`src/rtl/v_speed_key_filter_pkg.sv`:
```
// Shared constants for the board key conditioning blocks: default timing
// parameters, key level encoding and a press-edge helper.
`timescale 1ns/100ps
package v_speed_key_filter_pkg;

    localparam int DEBOUNCE_CYCLES_DEF = 8;
    localparam int REPEAT_CYCLES_DEF   = 0;
    localparam int CNT_W_DEF           = 16;

    localparam logic KEY_PRESSED  = 1'b0;
    localparam logic KEY_RELEASED = 1'b1;

    // True when the debounced level has just moved from released to pressed.
    function automatic logic key_fell(input logic prev_lvl, input logic cur_lvl);
        return (prev_lvl == KEY_RELEASED) && (cur_lvl == KEY_PRESSED);
    endfunction

endpackage

```
`src/rtl/v_speed_key_filter_sync.sv`:
```
// Two-flop synchronizer followed by a consecutive-cycle debounce counter;
// state_o only follows the key once the synced level has held long enough.
`timescale 1ns/100ps
module key_sync_filter
    import v_speed_key_filter_pkg::*;
#(
    parameter int DEBOUNCE_CYCLES = DEBOUNCE_CYCLES_DEF,
    parameter int CNT_W           = CNT_W_DEF
) (
    input  logic clk,
    input  logic rst_n,
    input  logic key_i,
    output logic state_o
);

    localparam logic [CNT_W-1:0] CNT_LAST = CNT_W'(DEBOUNCE_CYCLES - 1);

    logic             s1_q;
    logic             s2_q;
    logic             state_q;
    logic             state_d;
    logic [CNT_W-1:0] cnt_q;
    logic [CNT_W-1:0] cnt_d;

    // Count disagreeing cycles; any agreeing cycle restarts qualification.
    always_comb begin
        state_d = state_q;
        cnt_d   = {CNT_W{1'b0}};
        if (s2_q != state_q) begin
            if (cnt_q == CNT_LAST) begin
                state_d = s2_q;
                cnt_d   = {CNT_W{1'b0}};
            end else begin
                state_d = state_q;
                cnt_d   = cnt_q + CNT_W'(1);
            end
        end else begin
            state_d = state_q;
            cnt_d   = {CNT_W{1'b0}};
        end
    end

    // Synchronizer chain and filter state.
    always_ff @(posedge clk or negedge rst_n) begin
        if (!rst_n) begin
            s1_q    <= KEY_RELEASED;
            s2_q    <= KEY_RELEASED;
            state_q <= KEY_RELEASED;
            cnt_q   <= {CNT_W{1'b0}};
        end else begin
            s1_q    <= key_i;
            s2_q    <= s1_q;
            state_q <= state_d;
            cnt_q   <= cnt_d;
        end
    end

    assign state_o = state_q;

endmodule

```
`src/rtl/v_speed_key_filter.sv`:
```
// Speed-down key conditioner: debounced press produces one active-low
// single-cycle click, optionally repeated while the key stays held.
`timescale 1ns/100ps
module v_speed_key_filter
    import v_speed_key_filter_pkg::*;
#(
    parameter int DEBOUNCE_CYCLES = DEBOUNCE_CYCLES_DEF,
    parameter int REPEAT_CYCLES   = REPEAT_CYCLES_DEF,
    parameter int CNT_W           = CNT_W_DEF
) (
    input  logic clk,
    input  logic rst_n,
    input  logic invs,
    output logic outvs
);

    localparam logic             RPT_EN   = (REPEAT_CYCLES > 0);
    localparam logic [CNT_W-1:0] RPT_LAST = CNT_W'((REPEAT_CYCLES > 0) ? (REPEAT_CYCLES - 1) : 0);

    logic             state_s;
    logic             press_s;
    logic             state_prev_q;
    logic [CNT_W-1:0] rpt_q;
    logic [CNT_W-1:0] rpt_d;
    logic             outvs_q;
    logic             outvs_d;

    key_sync_filter #(
        .DEBOUNCE_CYCLES (DEBOUNCE_CYCLES),
        .CNT_W           (CNT_W)
    ) u_key_sync_filter (
        .clk     (clk),
        .rst_n   (rst_n),
        .key_i   (invs),
        .state_o (state_s)
    );

    assign press_s = key_fell(state_prev_q, state_s);

    // Press click has priority and restarts the repeat phase, so the two never coincide.
    always_comb begin
        rpt_d   = {CNT_W{1'b0}};
        outvs_d = 1'b1;
        if (press_s) begin
            rpt_d   = {CNT_W{1'b0}};
            outvs_d = 1'b0;
        end else if (RPT_EN && (state_s == KEY_PRESSED)) begin
            if (rpt_q == RPT_LAST) begin
                rpt_d   = {CNT_W{1'b0}};
                outvs_d = 1'b0;
            end else begin
                rpt_d   = rpt_q + CNT_W'(1);
                outvs_d = 1'b1;
            end
        end else begin
            rpt_d   = {CNT_W{1'b0}};
            outvs_d = 1'b1;
        end
    end

    // Edge-detect history, repeat counter and registered click output.
    always_ff @(posedge clk or negedge rst_n) begin
        if (!rst_n) begin
            state_prev_q <= KEY_RELEASED;
            rpt_q        <= {CNT_W{1'b0}};
            outvs_q      <= 1'b1;
        end else begin
            state_prev_q <= state_s;
            rpt_q        <= rpt_d;
            outvs_q      <= outvs_d;
        end
    end

    assign outvs = outvs_q;

endmodule

```
`config.mk`:
```
export PLATFORM = sky130hd
export DESIGN_NAME = v_speed_key_filter
export DESIGN_NICKNAME = d
export VERILOG_FILES = /design/src/rtl/v_speed_key_filter_pkg.sv /design/src/rtl/v_speed_key_filter_sync.sv /design/src/rtl/v_speed_key_filter.sv
export SDC_FILE = /design/constraint.sdc
export NUM_CORES = 1
export LEC_CHECK = 0
export CAP_MARGIN = 0
export CORE_AREA = 2 2 53 55
export CTS_BUF_LIST = sky130_fd_sc_hd__clkbuf_4 sky130_fd_sc_hd__clkbuf_8 sky130_fd_sc_hd__clkbuf_16
export DETAILED_ROUTE_END_ITERATION = 6
export DIE_AREA = 0 0 55 57
export SLEW_MARGIN = 25
export SYNTH_ARGS = -nofsm -noshare
export SYNTH_HDL_FRONTEND = slang
export SYNTH_SLANG_ARGS = --single-unit
```
`constraint.sdc`:
```
create_clock -name clk -period 3.7 [get_ports clk]
set_clock_uncertainty 0.1 [all_clocks]
set_input_delay 0.37 -clock clk [delete_from_list [all_inputs] [get_ports clk]]
set_output_delay 0.37 -clock clk [all_outputs]
set_load 0.02 [all_outputs]
```
==> impl_metrics.xml, run 1 <==
<?xml version="1.0" encoding="UTF-8"?>
<metrics>
  <group name="clock_network">
    <metric name="clock_latency" unit="ns">0.31</metric>
    <metric name="cts_made_buffers" unit="">3</metric>
    <metric name="cts.sink_count" unit="">21</metric>
    <metric name="tritoncts_clock_tree" unit="">done</metric>
    <metric name="cts.htree.levels" unit="">1</metric>
    <metric name="clk_path_buf_depth" unit="">2</metric>
    <metric name="cts.root.buffer_cell" unit="">sky130_fd_sc_hd__clkbuf_4</metric>
    <metric name="clk_pin_slew" unit="ns">0.12</metric>
  </group>
  <group name="timing">
    <metric name="finalSetupViolations" unit="">0</metric>
    <metric name="timing.setup.tns" unit="ns">0</metric>
    <metric name="timing.final.crit_share" unit="%">51.3</metric>
    <metric name="slew_limit_headroom" unit="%">69.8</metric>
    <metric name="max_slew.worst_pin.slew" unit="ns">0.453</metric>
    <metric name="grt_setup_unrepaired" unit="">no</metric>
    <metric name="count_of_endpoints_failing_hold_in_the_final_timing_report" unit="">0</metric>
    <metric name="fin_crit_period" unit="ns">1.90</metric>
    <metric name="max_clock_freq" unit="MHz">527</metric>
    <metric name="final-max-slew-violation-count" unit="">0</metric>
  </group>
  <group name="worst_hold_path">
    <metric name="worstHoldPathType" unit="">register to register</metric>
    <metric name="hp-start" unit="">u_key_sync_filter.s1_q</metric>
  </group>
  <group name="critical_path">
    <metric name="path_max_fanout" unit="">1</metric>
    <metric name="startpoint_class" unit="">register</metric>
    <metric name="launch_point_of_the_worst_path" unit="">outvs</metric>
    <metric name="setup.worst_path.end" unit="">outvs</metric>
    <metric name="setup.worst_path.end_class" unit="">output pin</metric>
    <metric name="critical_path_cell_count" unit="">1</metric>
    <metric name="required_time_at_the_worst_slack_endpoint" unit="ns">3.23</metric>
    <metric name="r2r_slack" unit="ns">1.98</metric>
    <metric name="timing_worst_setup_path_type" unit="">register to output pin</metric>
    <metric name="path_delay_family" unit="">buffers and inverters</metric>
    <metric name="cp_num_buf_inv" unit="">1</metric>
    <metric name="critical_path.reg2reg.startpoint" unit="">u_key_sync_filter.cnt_q[0]</metric>
    <metric name="cp_arrival" unit="ns">1.43</metric>
    <metric name="worst_path_cell_trace" unit="">clkdlybuf4s50_1</metric>
    <metric name="worstRegToRegCells" unit="">5</metric>
    <metric name="cp_slowest_stage_delay" unit="ns">0.59</metric>
    <metric name="crit_path_top_delay_cell" unit="">sky130_fd_sc_hd__clkdlybuf4s50_1</metric>
    <metric name="worstReg2RegEnd" unit="">u_key_sync_filter.cnt_q[7]</metric>
  </group>
  <group name="power">
    <metric name="p_leak" unit="uW">0.000421</metric>
    <metric name="power_density" unit="mW/mm^2">457</metric>
    <metric name="irDropWorstVdd" unit="V">0.000350</metric>
  </group>
  <group name="cells_and_area">
    <metric name="layoutNonFillerInstCount" unit="">128</metric>
    <metric name="areaGrowthSynthToFinish" unit="%">7.26</metric>
    <metric name="layout-drive-gt1-share" unit="%">18.6</metric>
    <metric name="layout_common_cells" unit="">sky130_fd_sc_hd__nor2_1, sky130_fd_sc_hd__dfrtp_1, sky130_fd_sc_hd__xnor2_1</metric>
    <metric name="antenna_cells" unit="">0</metric>
    <metric name="design.final.nets" unit="">102</metric>
    <metric name="filler_cells_inserted" unit="">256</metric>
  </group>
  <group name="die">
    <metric name="io-pin-count" unit="">4</metric>
    <metric name="core.rowCount" unit="">19</metric>
    <metric name="design.die.area" unit="sq mm">0.00314</metric>
    <metric name="initial_utilization" unit="%">38.2</metric>
    <metric name="design.core.area" unit="sq mm">0.00262</metric>
    <metric name="die_width" unit="microns">55</metric>
    <metric name="die_height" unit="microns">57</metric>
  </group>
  <group name="synth">
    <metric name="fraction_of_the_mapped_netlist_area_in_simple_logic_gates" unit="%">27.3</metric>
    <metric name="synthDistinctLibCells" unit="">24</metric>
    <metric name="synth_mux_area_share" unit="%">1.13</metric>
    <metric name="avg_inst_size_synth" unit="sq um">10.7</metric>
    <metric name="synth.yosys.seq_area_share" unit="%">53.2</metric>
    <metric name="synth_top_family_by_area" unit="">simple AND/OR/NAND/NOR gates</metric>
    <metric name="ys.warnings.count" unit="">0</metric>
    <metric name="post_synthesis_cell_area" unit="sq um">1000</metric>
    <metric name="synth_compound_area_share" unit="%">0</metric>
    <metric name="synth_adder_area_share" unit="%">1.25</metric>
    <metric name="syn_nets" unit="">97</metric>
    <metric name="synthXorXnorAreaFrac" unit="%">13.1</metric>
    <metric name="synth_cells" unit="">93</metric>
    <metric name="ys_ff_latch" unit="">21</metric>
  </group>
  <group name="route">
    <metric name="drt_iter0_markers" unit="">16</metric>
    <metric name="detail_route.vias_per_cell" unit="">5.18</metric>
    <metric name="post-route-drc-count" unit="">0</metric>
    <metric name="drt_pre_antenna_iters" unit="">4</metric>
    <metric name="ant_nets" unit="">0</metric>
    <metric name="routed_wire_length_per_instance" unit="microns">12.8</metric>
    <metric name="route.final.wire_length" unit="mm">1.64</metric>
    <metric name="route.vias.total" unit="">663</metric>
  </group>
  <group name="global_route">
    <metric name="grt-busiest-layer" unit="">met2</metric>
    <metric name="gr-usage-met1" unit="%">18.0</metric>
    <metric name="grt_start_max_net_pins" unit="">22</metric>
    <metric name="antenna_found_initial" unit="">0</metric>
    <metric name="grt.overflow.total" unit="">0</metric>
    <metric name="groute.layer.met2.usage" unit="%">18.5</metric>
    <metric name="grt_pass1_wl" unit="mm">2.89</metric>
    <metric name="grt_util_all_layers" unit="%">13.1</metric>
    <metric name="first_global_vias" unit="">628</metric>
    <metric name="use_met3" unit="%">3.14</metric>
  </group>
  <group name="placement">
    <metric name="inst_count_dp" unit="">123</metric>
    <metric name="number_of_buffer_cells_added_on_primary_ports" unit="">3</metric>
    <metric name="gpl.final_weighted_congestion" unit="">0.813</metric>
    <metric name="dp.final_hpwl" unit="mm">1.13</metric>
  </group>
  <group name="outcome">
    <metric name="outcome" unit="">finished clean</metric>
  </group>
  <group name="flow_run">
    <metric name="drv_cap" unit="">0</metric>
  </group>
</metrics>
## repair_timing
item | 4_1_cts | 5_1_grt
resized for setup | 0 | 0
buffers inserted | 0 | 0
hold buffers | 0 | 1
endpoints found under the hold margin | 0 | 16
## cells by family (layout without fill, tap and decap cells)
logic type	Yosys count	count (layout)
and+or+nand+nor	48	48
DFF	21	21
xor gates and xnor gates	15	15
buffers and inverters	7	11
adders and majority gates	1	1
muxes	1	1
## metrics by stage
stage	area (sq um)	hold slack, ns	utilization, %	setup slack [ns]	total power [uW]
CTS	1070	0.265	40.8	1.79	498
detailed placement	1040	0.247	39.8	1.98	388
floorplan	1000	-0.0256	-	2.14	367
global route	1070	0.267	41.0	1.76	517
global placement	1040	0.248	39.8	2.03	383
finish	1070	0.263	41.0	1.80	490
## flip-flops by register name (all words and copies together), names as in the netlist
name	cells
state_prev_q	1
u_key_sync_filter.s2_q	1
u_key_sync_filter.cnt_q	16
outvs	1
u_key_sync_filter.state_o	1
u_key_sync_filter.s1_q	1
## routing by layer
| metal | routed length, microns | part of all wire, % |
|---|---|---|
| met1 | 777 | 47 |
| met2 | 786 | 48 |
| met3 | 35 | 2.1 |
| met4 | 41 | 2.5 |
| met5 | 0 | 0 |
## cells in the mapped netlist, drive strengths merged
| cell | count | area share (%) |
|---|---|---|
| dfstp | 5 | 13 |
| and3 | 1 | 0.63 |
| mux2 | 1 | 1.1 |
| nand2 | 4 | 1.8 |
| nor4 | 5 | 3.8 |
| buf | 4 | 2.9 |
| inv | 3 | 1.1 |
| and4bb | 1 | 1.3 |
| ha | 1 | 1.3 |
| nor2 | 18 | 7.3 |
| nand4 | 7 | 6.5 |
| nand2b | 1 | 0.63 |
| dfrtp | 16 | 40 |
| nand3 | 5 | 2.5 |
| xor2 | 3 | 2.6 |
| nor3 | 6 | 3.0 |
| xnor2 | 12 | 11 |
## how the worst min path moves through the flow
stage,depth (start not counted),to,slack (ns)
2_1_floorplan,0,u_key_sync_filter.cnt_q[0],-0.03
3_3_place_gp,0,u_key_sync_filter.s2_q,0.25
3_5_place_dp,0,u_key_sync_filter.s2_q,0.25
4_1_cts,0,u_key_sync_filter.s2_q,0.26
5_1_grt,0,u_key_sync_filter.s2_q,0.27
6_report,0,u_key_sync_filter.s2_q,0.26
## layout make-up
cell class                      count  area, sq um  area share [%]
Timing Repair Buffer                4         35.0            3.27
Tap cell                           31         38.8            3.62
Clock buffer                        3         22.5            2.10
Clock inverter                      1         5.00           0.467
Sequential cell                    21          532            49.6
Multi-Input combinational cell     65          428            39.9
Inverter                            3         11.3            1.05
## power breakdown
group	switching (uW)	total [uW]	internal, uW
Sequential	26.2	293	267
Combinational	54.5	86.4	32.0
Clock	69.6	110	40.4
Total	150	490	339
No activity file was read; power rests on OpenSTA's default activity.
==> run 2, diff against run 1 <==
clock period = 1.7 ns   (was 3.7 ns; I/O delays follow)
==> run 2 against run 1 <==
Via count increased by 8.7%; cell count increased by 7.8%; critical endpoint is now u_key_sync_filter.state_o; wire length increased by 13%; final area increased by 7.9%; largest power group unchanged; utilization increased by 3.3 points; first-iteration DRC count decreased by 19%; critical path type is now register to register; clock power increased by 120%; largest cell class unchanged; sequential cell count unchanged; count of clock-buffer cells in the layout unchanged; power increased by 130%.
==> impl_metrics.xml, run 2 (synthesis results as in run 1) <==
<?xml version="1.0" encoding="UTF-8"?>
<metrics>
  <group name="critical_path">
    <metric name="crit_path_top_delay_cell" unit="">sky130_fd_sc_hd__dfrtp_1</metric>
    <metric name="required_time_at_the_worst_slack_endpoint" unit="ns">1.85</metric>
    <metric name="worst_path_cell_trace" unit="">ha_1 &gt; and4bb_2 &gt; nand4_1 &gt; buf_4 &gt; mux2_2</metric>
    <metric name="worstReg2RegEnd" unit="">u_key_sync_filter.state_o</metric>
    <metric name="worstRegToRegCells" unit="">5</metric>
    <metric name="path_max_fanout" unit="">4</metric>
    <metric name="timing_worst_setup_path_type" unit="">register to register</metric>
    <metric name="r2r_slack" unit="ns">0.03</metric>
    <metric name="setup.worst_path.end_class" unit="">register</metric>
    <metric name="critical_path.reg2reg.startpoint" unit="">u_key_sync_filter.cnt_q[0]</metric>
    <metric name="startpoint_class" unit="">register</metric>
    <metric name="cp_arrival" unit="ns">1.82</metric>
    <metric name="cp_slowest_stage_delay" unit="ns">0.40</metric>
  </group>
  <group name="placement">
    <metric name="number_of_buffer_cells_added_on_primary_ports" unit="">3</metric>
    <metric name="place_ws" unit="ns">0.0356</metric>
    <metric name="dp.final_hpwl" unit="mm">1.23</metric>
    <metric name="gpl.final_weighted_congestion" unit="">0.875</metric>
  </group>
  <group name="route">
    <metric name="ant_nets" unit="">0</metric>
    <metric name="routed_wire_length_per_instance" unit="microns">13.4</metric>
    <metric name="drt_pre_antenna_iters" unit="">4</metric>
    <metric name="drt_iter0_markers" unit="">13</metric>
    <metric name="detail_route.vias_per_cell" unit="">5.22</metric>
    <metric name="route.vias.total" unit="">721</metric>
    <metric name="route.final.wire_length" unit="mm">1.85</metric>
    <metric name="post-route-drc-count" unit="">0</metric>
  </group>
  <group name="clock_network">
    <metric name="cts.htree.levels" unit="">1</metric>
    <metric name="clk_path_buf_depth" unit="">2</metric>
    <metric name="cts.root.buffer_cell" unit="">sky130_fd_sc_hd__clkbuf_4</metric>
    <metric name="tritoncts_clock_tree" unit="">done</metric>
    <metric name="clock_latency" unit="ns">0.31</metric>
    <metric name="cts_made_buffers" unit="">3</metric>
    <metric name="clk_pin_slew" unit="ns">0.11</metric>
    <metric name="hold_buffers" unit="">0</metric>
    <metric name="cts.sink_count" unit="">21</metric>
  </group>
  <group name="timing">
    <metric name="max_clock_freq" unit="MHz">598</metric>
    <metric name="final-max-slew-violation-count" unit="">0</metric>
    <metric name="fin_crit_period" unit="ns">1.67</metric>
    <metric name="finalSetupViolations" unit="">0</metric>
    <metric name="timing.setup.tns" unit="ns">0</metric>
    <metric name="count_of_endpoints_failing_hold_in_the_final_timing_report" unit="">0</metric>
    <metric name="timing.final.crit_share" unit="%">98.3</metric>
    <metric name="slew_limit_headroom" unit="%">65.7</metric>
    <metric name="max_slew.worst_pin.slew" unit="ns">0.513</metric>
    <metric name="finalWorstSetupSlack" unit="ns">0.0285</metric>
  </group>
  <group name="flow_run">
    <metric name="drv_cap" unit="">0</metric>
  </group>
  <group name="cells_and_area">
    <metric name="area.sequential" unit="sq um">532</metric>
    <metric name="layout_common_cells" unit="">sky130_fd_sc_hd__nor2_1, sky130_fd_sc_hd__dfrtp_1, sky130_fd_sc_hd__xnor2_1</metric>
    <metric name="areaGrowthSynthToFinish" unit="%">15.8</metric>
    <metric name="largest_register_ffs" unit="">16</metric>
    <metric name="layout-drive-gt1-share" unit="%">26.2</metric>
    <metric name="filler_cells_inserted" unit="">249</metric>
    <metric name="antenna_cells" unit="">0</metric>
    <metric name="multi_input_area" unit="sq um">444</metric>
    <metric name="regMostFlops" unit="">u_key_sync_filter.cnt_q</metric>
    <metric name="design.final.nets" unit="">112</metric>
  </group>
  <group name="die">
    <metric name="core.rowCount" unit="">19</metric>
    <metric name="design.die.area" unit="sq mm">0.00314</metric>
    <metric name="die_height" unit="microns">57</metric>
    <metric name="io-pin-count" unit="">4</metric>
    <metric name="initial_utilization" unit="%">38.2</metric>
    <metric name="design.core.area" unit="sq mm">0.00262</metric>
    <metric name="die_width" unit="microns">55</metric>
  </group>
  <group name="global_route">
    <metric name="grt.overflow.total" unit="">0</metric>
    <metric name="grt_util_all_layers" unit="%">13.1</metric>
    <metric name="grt_pass1_wl" unit="mm">2.94</metric>
    <metric name="grt_start_max_net_pins" unit="">22</metric>
    <metric name="first_global_vias" unit="">701</metric>
    <metric name="antenna_found_initial" unit="">0</metric>
  </group>
  <group name="worst_hold_path">
    <metric name="worstHoldPathType" unit="">input port to async pin</metric>
  </group>
  <group name="power">
    <metric name="power_density" unit="mW/mm^2">985</metric>
    <metric name="irDropWorstVdd" unit="V">0.000802</metric>
    <metric name="p_leak" unit="uW">0.000473</metric>
  </group>
  <group name="outcome">
    <metric name="outcome" unit="">finished clean</metric>
  </group>
</metrics>
==> run 2: cell types whose count changed in the layout (fill, tap and decap cells not counted), sizes merged <==
cell and delta:
dlygate4sd3 -1, nand2 +1, dlygate4sd2 +1, buf +9
==> run 2: repair_timing <==
item                       CTS  global route
pin swaps                    0             1
resized for setup            1             2
setup endpoints to repair    1            15
cloned                       0             1
setup buffers                0             1
==> run 2: where the power goes <==
part | internal [uW] | switching, uW | leakage [uW]
logic | 105 | 166 | 0.000182
clock network | 88.2 | 153 | 0.0000177
registers | 581 | 46.8 | 0.000273
==> run 2: layout make-up <==
cell class,instances,share of cell area [%]
clock buffer,3,1.95
clock inverter,1,0.432
inverter,3,0.973
multi-input combinational,66,38.4
sequential,21,45.9
tap,31,3.35
timing repair buffer,13,8.97
==> run 2: worst max-delay path, delay by kind of cell, from the launching register on <==
kind,cells,cell delay [ns]
adder cells (fa/ha/maj),1,0.27
buffers and inverters,1,0.16
flip-flops,1,0.40
multiplexers,1,0.33
AND/OR/NAND/NOR,2,0.35
==> run 2: worst max-delay path by stage <==
stage                                           from                           to  slack (ns)  cells past startpoint
after floorplan           u_key_sync_filter.cnt_q[0]  u_key_sync_filter.cnt_q[11]        0.14                      6
after global placement    u_key_sync_filter.cnt_q[1]  u_key_sync_filter.cnt_q[10]        0.08                      5
after detailed placement  u_key_sync_filter.cnt_q[1]  u_key_sync_filter.cnt_q[12]        0.04                      5
after CTS                 u_key_sync_filter.cnt_q[1]  u_key_sync_filter.cnt_q[12]       0.006                      5
after global routing      u_key_sync_filter.cnt_q[0]    u_key_sync_filter.state_o     -0.0003                      5
final                     u_key_sync_filter.cnt_q[0]    u_key_sync_filter.state_o        0.03                      5
==> run 2: per-stage QoR <==
| step | area [sq um] | total power [uW] | std cells | hold WS [ns] | utilization, % |
|---|---|---|---|---|---|
| floorplan | 1000 | 800 | 93 | -0.226 | - |
| global placement | 1110 | 865 | 132 | 0.248 | 42.3 |
| detailed placement | 1110 | 872 | 132 | 0.252 | 42.3 |
| CTS | 1130 | 1110 | 136 | 0.0761 | 43.3 |
| global route | 1160 | 1190 | 138 | 0.0945 | 44.3 |
| finish | 1160 | 1140 | 138 | 0.0763 | 44.3 |
==> run 2: per-layer routing <==
metal	up-vias	wire [microns]	GRT usage [%]
li1	345	-	-
met1	349	803	16.9
met2	22	919	19.4
met3	5	67	1.57
met4	0	59	10.1
met5	-	0	0
